**config.mk**
```make
export PLATFORM = sky130hd
export DESIGN_NAME = proc_ctrl_seq
export DESIGN_NICKNAME = d
export VERILOG_FILES = /design/src/rtl/proc_ctrl_seq.sv
export SDC_FILE = /design/constraint.sdc
export NUM_CORES = 1
export LEC_CHECK = 0
export ABC_AREA = 1
export CAP_MARGIN = 15
export CORE_MARGIN = 2
export CORE_UTILIZATION = 26
export CTS_CLUSTER_SIZE = 25
export DETAILED_ROUTE_END_ITERATION = 10
export GPL_TIMING_DRIVEN = 0
export PLACE_DENSITY_LB_ADDON = 0.3
export SLEW_MARGIN = 10
export SYNTH_ARGS = -nofsm -noshare
export SYNTH_HDL_FRONTEND = slang
export SYNTH_SLANG_ARGS = --single-unit
```
**constraint.sdc**
```tcl
create_clock -name clk -period 1.2 [get_ports clk]
set_clock_uncertainty 0.1 [all_clocks]
set_input_delay 0.18 -clock clk [delete_from_list [all_inputs] [get_ports clk]]
set_output_delay 0.18 -clock clk [all_outputs]
set_load 0.005 [all_outputs]
```
**src/rtl/proc_ctrl_seq.sv**
```systemverilog
// Multicycle fetch/decode/execute control sequencer for the accumulator processor.
// Moore FSM driving datapath strobes, with a bounded memory-ready wait and sticky error.
module proc_ctrl_seq #(
    parameter int unsigned MEM_WAIT_MAX = 15
) (
    input  logic       clk,
    input  logic       rst,
    input  logic       start,
    input  logic [3:0] opcode,
    input  logic       z_flag,
    input  logic       mem_ready,
    output logic       ar_load,
    output logic       ar_src,
    output logic       pc_inc,
    output logic       pc_load,
    output logic       ir_load,
    output logic       mem_rd,
    output logic       mem_wr,
    output logic       ac_load,
    output logic [1:0] alu_op,
    output logic       busy,
    output logic       halted,
    output logic       err,
    output logic [3:0] state
);

    localparam logic [3:0] S_IDLE       = 4'd0;
    localparam logic [3:0] S_FETCH_ADDR = 4'd1;
    localparam logic [3:0] S_FETCH_RD   = 4'd2;
    localparam logic [3:0] S_FETCH_IR   = 4'd3;
    localparam logic [3:0] S_DECODE     = 4'd4;
    localparam logic [3:0] S_OPND_ADDR  = 4'd5;
    localparam logic [3:0] S_OPND_RD    = 4'd6;
    localparam logic [3:0] S_EXEC       = 4'd7;
    localparam logic [3:0] S_OPND_WR    = 4'd8;
    localparam logic [3:0] S_JUMP       = 4'd9;
    localparam logic [3:0] S_HALT       = 4'd10;

    localparam logic [3:0] OP_NOP  = 4'd0;
    localparam logic [3:0] OP_LDAC = 4'd1;
    localparam logic [3:0] OP_STAC = 4'd2;
    localparam logic [3:0] OP_ADD  = 4'd3;
    localparam logic [3:0] OP_SUB  = 4'd4;
    localparam logic [3:0] OP_JMP  = 4'd5;
    localparam logic [3:0] OP_JZ   = 4'd6;
    localparam logic [3:0] OP_HALT = 4'd7;

    localparam logic [7:0] WAIT_MAX = 8'(MEM_WAIT_MAX);

    logic [3:0] r_state;
    logic [3:0] w_next;
    logic [7:0] r_wait_cnt;
    logic       r_err;
    logic       w_set_err;
    logic [1:0] r_alu_sel;
    logic       r_is_store;
    logic       w_mem_state;
    logic       w_timeout;

    assign w_mem_state = (r_state == S_FETCH_RD) || (r_state == S_OPND_RD) ||
                         (r_state == S_OPND_WR);
    assign w_timeout   = w_mem_state && !mem_ready && (r_wait_cnt == WAIT_MAX);

    always_comb begin
        // NOTE: defaults first so every path assigns every signal and no latch is inferred.
        w_next    = r_state;
        w_set_err = 1'b0;
        case (r_state)
            S_IDLE:       if (start) w_next = S_FETCH_ADDR;
            S_FETCH_ADDR: w_next = S_FETCH_RD;
            S_FETCH_RD:   if (mem_ready) w_next = S_FETCH_IR;
            S_FETCH_IR:   w_next = S_DECODE;
            S_DECODE: begin
                case (opcode)
                    OP_NOP:  w_next = S_FETCH_ADDR;
                    OP_LDAC, OP_STAC, OP_ADD, OP_SUB:
                             w_next = S_OPND_ADDR;
                    OP_JMP:  w_next = S_JUMP;
                    OP_JZ:   w_next = z_flag ? S_JUMP : S_FETCH_ADDR;
                    OP_HALT: w_next = S_HALT;
                    default: begin
                        w_next    = S_HALT;
                        w_set_err = 1'b1;
                    end
                endcase
            end
            S_OPND_ADDR:  w_next = r_is_store ? S_OPND_WR : S_OPND_RD;
            S_OPND_RD:    if (mem_ready) w_next = S_EXEC;
            S_EXEC:       w_next = S_FETCH_ADDR;
            S_OPND_WR:    if (mem_ready) w_next = S_FETCH_ADDR;
            S_JUMP:       w_next = S_FETCH_ADDR;
            S_HALT:       w_next = S_HALT;
            default: begin
                w_next    = S_HALT;
                w_set_err = 1'b1;
            end
        endcase
        // A stalled memory access overrides whatever the state would otherwise do.
        if (w_timeout) begin
            w_next    = S_HALT;
            w_set_err = 1'b1;
        end
    end

    // NOTE: state registers use non-blocking assignments so all flops update from pre-edge values.
    always_ff @(posedge clk or posedge rst) begin
        if (rst) begin
            r_state    <= S_IDLE;
            r_wait_cnt <= '0;
            r_err      <= 1'b0;
            r_alu_sel  <= 2'b00;
            r_is_store <= 1'b0;
        end else begin
            r_state <= w_next;
            if (w_set_err) r_err <= 1'b1;
            if (w_mem_state && !mem_ready && !w_timeout) r_wait_cnt <= r_wait_cnt + 8'd1;
            else                                         r_wait_cnt <= '0;
            // Capture the operation class once so later states are a pure decode of registers.
            if (r_state == S_DECODE) begin
                r_is_store <= (opcode == OP_STAC);
                case (opcode)
                    OP_ADD:  r_alu_sel <= 2'b01;
                    OP_SUB:  r_alu_sel <= 2'b10;
                    default: r_alu_sel <= 2'b00;
                endcase
            end
        end
    end

    always_comb begin
        ar_load = 1'b0;
        ar_src  = 1'b0;
        pc_inc  = 1'b0;
        pc_load = 1'b0;
        ir_load = 1'b0;
        mem_rd  = 1'b0;
        mem_wr  = 1'b0;
        ac_load = 1'b0;
        alu_op  = 2'b00;
        halted  = 1'b0;
        case (r_state)
            S_FETCH_ADDR: ar_load = 1'b1;
            S_FETCH_RD:   mem_rd  = 1'b1;
            S_FETCH_IR: begin
                ir_load = 1'b1;
                pc_inc  = 1'b1;
            end
            S_OPND_ADDR: begin
                ar_load = 1'b1;
                ar_src  = 1'b1;
            end
            S_OPND_RD:    mem_rd  = 1'b1;
            S_EXEC: begin
                ac_load = 1'b1;
                alu_op  = r_alu_sel;
            end
            S_OPND_WR:    mem_wr  = 1'b1;
            S_JUMP:       pc_load = 1'b1;
            S_HALT:       halted  = 1'b1;
            default: ;
        endcase
    end

    assign busy  = (r_state != S_IDLE) && (r_state != S_HALT);
    assign err   = r_err;
    assign state = r_state;

endmodule

```
==> impl_results.md <==
* Worst rel slew slack at between 50 and 60%
* Largest net degree at the start of global routing at 17
* Syn avg cell area at 6.98 um2
* Post-synth EDFFs at 0
* MaxCap Viol Count at 0
* Initial drt markers at 65
* Vias in the first global route at 1062
* WP data arrival at roughly 1.3 ns
* Synth top area cells: dfrtp_1, nor2_1, inv_1
* Startpoint types: flop
* Flop2flop setup slack at -0.36 ns
* Placed Instances at between 200 and 250
* Share of cells above drive strength 1 at slightly above 50%
* Seq cells post-synth at 16
* P&R area growth vs syn at 78.5%
* P_leak at 0.938 nW
* Die H at 66.8 um
* CP Capture Type: output port
* Clock slew at reported path FFs at 0.06 ns
* Critical path type: reg -> out
* Worst-path fanout max at 4
* Yosys top cell by area: dfrtp_1
* Shortest period the worst path allows at ~1.6 ns
* Worst Max-Slew Pin Slew at 0.633 ns
* Port bufs at 25
* Bufs on Longest Clock Path at 2
* Vias per cell at 4.39
* Post-route insts no fill at 255
* FMAX at 627 MHz
* I/O pin total at 26
* Antenna diode count at 0
* Post-Syn Nets at 157
* Yosys Warn Count at 0
* Reg2Reg Depth at 11
* H-tree Lvls at 1
* Slew Limit Fails at 0
* Drt pass-1 iters at 4
* Crit Reg-Reg Startpoint: state[0]$_DFFE_PP0P_
* Post-layout util at 49.3%
* Maximum vdd drop at 280 uV
* Root buf cell: clkbuf_8
* Failing checks: setup timing
* Register area share after synthesis at 39.0%
* Core ar. at about 3700 um2
* Most numerous cell in the Yosys netlist: nor2_1
* Asr flop ratio synth at 100%
* Cell Area, Synth at 1030 um2
* Worst Hold Class: in -> async
* RSZ-0062 raised after global routing: yes
* Post-synth top flop: dfrtp_1
* Total grt overflow at 0
* Sink Count at 16
* Status: finished, violations left
* Die ar. at 4460 um2
* TritonCTS clock tree: built
* GRT Total Usage at 14.4%
* Top cells by count, synth: nor2_1, inv_1, nand2_1
* Row count at 22
* Final Hold Viols at 0
* Post-route ant nets at 0
* Drc violations at 0
* R2R Path End: state[3]$_DFFE_PP0P_
* Fin worst setup slack at -0.396 ns
* Final setup fails at 32
* First-pass GRT wire length at 4890 um
* Synth unique cells at 23
* Worst EP required at around 0.92 ns
* Antenna violations before repair at 0
* Fin nets at between 200 and 250
* Num CTS Buffers at 3
* Clk Latency, worst-skew pair at approximately 0.25 ns
* Routed Wire Length at 3070 um
* HPWL after detailed placement at 1780 um
* PwrDens at 590 nW/um2
* Vias at 1120
* Chip Width at 66.8 um
* Post-Syn Instances at around 150
* Synth top area share at 39.0%
* Initial Util at 27.6%
* Tcrit/Tclk final at 133%
* Routed WL per cell at 12.1 um
* Placer Congestion at 0.793
where the power goes:
| part | internal (mW) | leakage (nW) | switching (mW) |
|---|---|---|---|
| logic | 0.0283 | 0.719 | 0.0339 |
| registers | 0.539 | 0.190 | 0 |
| clock network | 0.291 | 0.0288 | 0.189 |
final cells by class:
| class | count | area (um2) |
|---|---|---|
| fill | 365 | 1880 |
| sequential | 16 | 404 |
| tap | 48 | 60.1 |
| timing repair buffer | 55 | 484 |
| clock buffer | 4 | 55.1 |
| buffer | 1 | 11.3 |
| multi-input combinational | 101 | 697 |
| inverter | 30 | 120 |
sequential cells by signal, summed over array words and instances (netlist names):
name        flops
state           4
r_alu_sel       2
r_wait_cnt      8
r_is_store      1
err             1
through the flow:
step / setup WS [ns] / cell area, um2 / TNS [ns] / power (mW) / hold WS, ns
after detailed placement: -0.597 / 1350 / -7.65 / 0.610 / 0.368
after CTS: -0.386 / 1690 / -7.56 / 1.10 / 0.230
after global placement: -0.611 / 1350 / -7.56 / 0.610 / 0.355
after global routing: -0.457 / 1830 / -10.27 / 1.12 / 0.267
after floorplan: -0.0587 / 1040 / -0.101 / 0.574 / -0.00626
final: -0.396 / 1830 / -8.19 / 1.08 / 0.208
layout by cell type, fill, tap and decap left out, types with 8 or more instances in the layout:
cell type and instances:
nor2_2 8, nor2_1 21, inv_2 10, clkdlybuf4s50_1 9
buf_6 17, buf_4 16, nand2_1 20, buf_2 10
inv_1 18, dfrtp_1 13
critical path, stage by stage, from the launching register on:
cell and delay [ns]:
dfrtp_1 0.41, buf_4 0.16, clkdlybuf4s50_1 0.50
worst max-delay path by stage:
stage                                 to  slack, ns                 start
floorplan           state[3]$_DFFE_PP0P_      -0.06  state[3]$_DFFE_PP0P_
global placement               alu_op[1]      -0.61  state[3]$_DFFE_PP0P_
detailed placement             alu_op[1]      -0.60  state[3]$_DFFE_PP0P_
CTS                             state[0]      -0.39  state[0]$_DFFE_PP0P_
global route                   alu_op[1]      -0.46  state[3]$_DFFE_PP0P_
finish                          state[0]      -0.40  state[0]$_DFFE_PP0P_
cells by family (layout without fill, tap and decap cells):
| group | count (synthesis) | after routing | synth area share [%] |
|---|---|---|---|
| XOR/XNOR | 3 | 3 | 2.56 |
| AO/OA/AOI/OAI | 8 | 8 | 4.15 |
| adder cells (fa/ha/maj) | 1 | 1 | 1.22 |
| flip-flops | 16 | 16 | 39.0 |
| AND/OR/NAND/NOR | 88 | 89 | 41.3 |
| buffers and inverters | 31 | 90 | 11.7 |
per-layer routing:
layer  track usage [%]  wire (um)  share of wire (%)  vias up
li1                  -          -                  -      573
met1              18.5       1360                 44      521
met2              25.0       1590                 52       22
met3              1.01         71                2.3        4
met4              5.36         47                1.5        0
met5                 0          0                  0        -
what timing repair did:
item | in CTS | in global routing
resized for setup | 102 | 31
setup endpoints to repair | 33 | 33
gates cloned | 0 | 1
hold buffers | 0 | 0
pin swaps | 19 | 11
hold endpoints to repair | 0 | 0
setup buffers | 22 | 10
(Power assumes the default switching activity.)
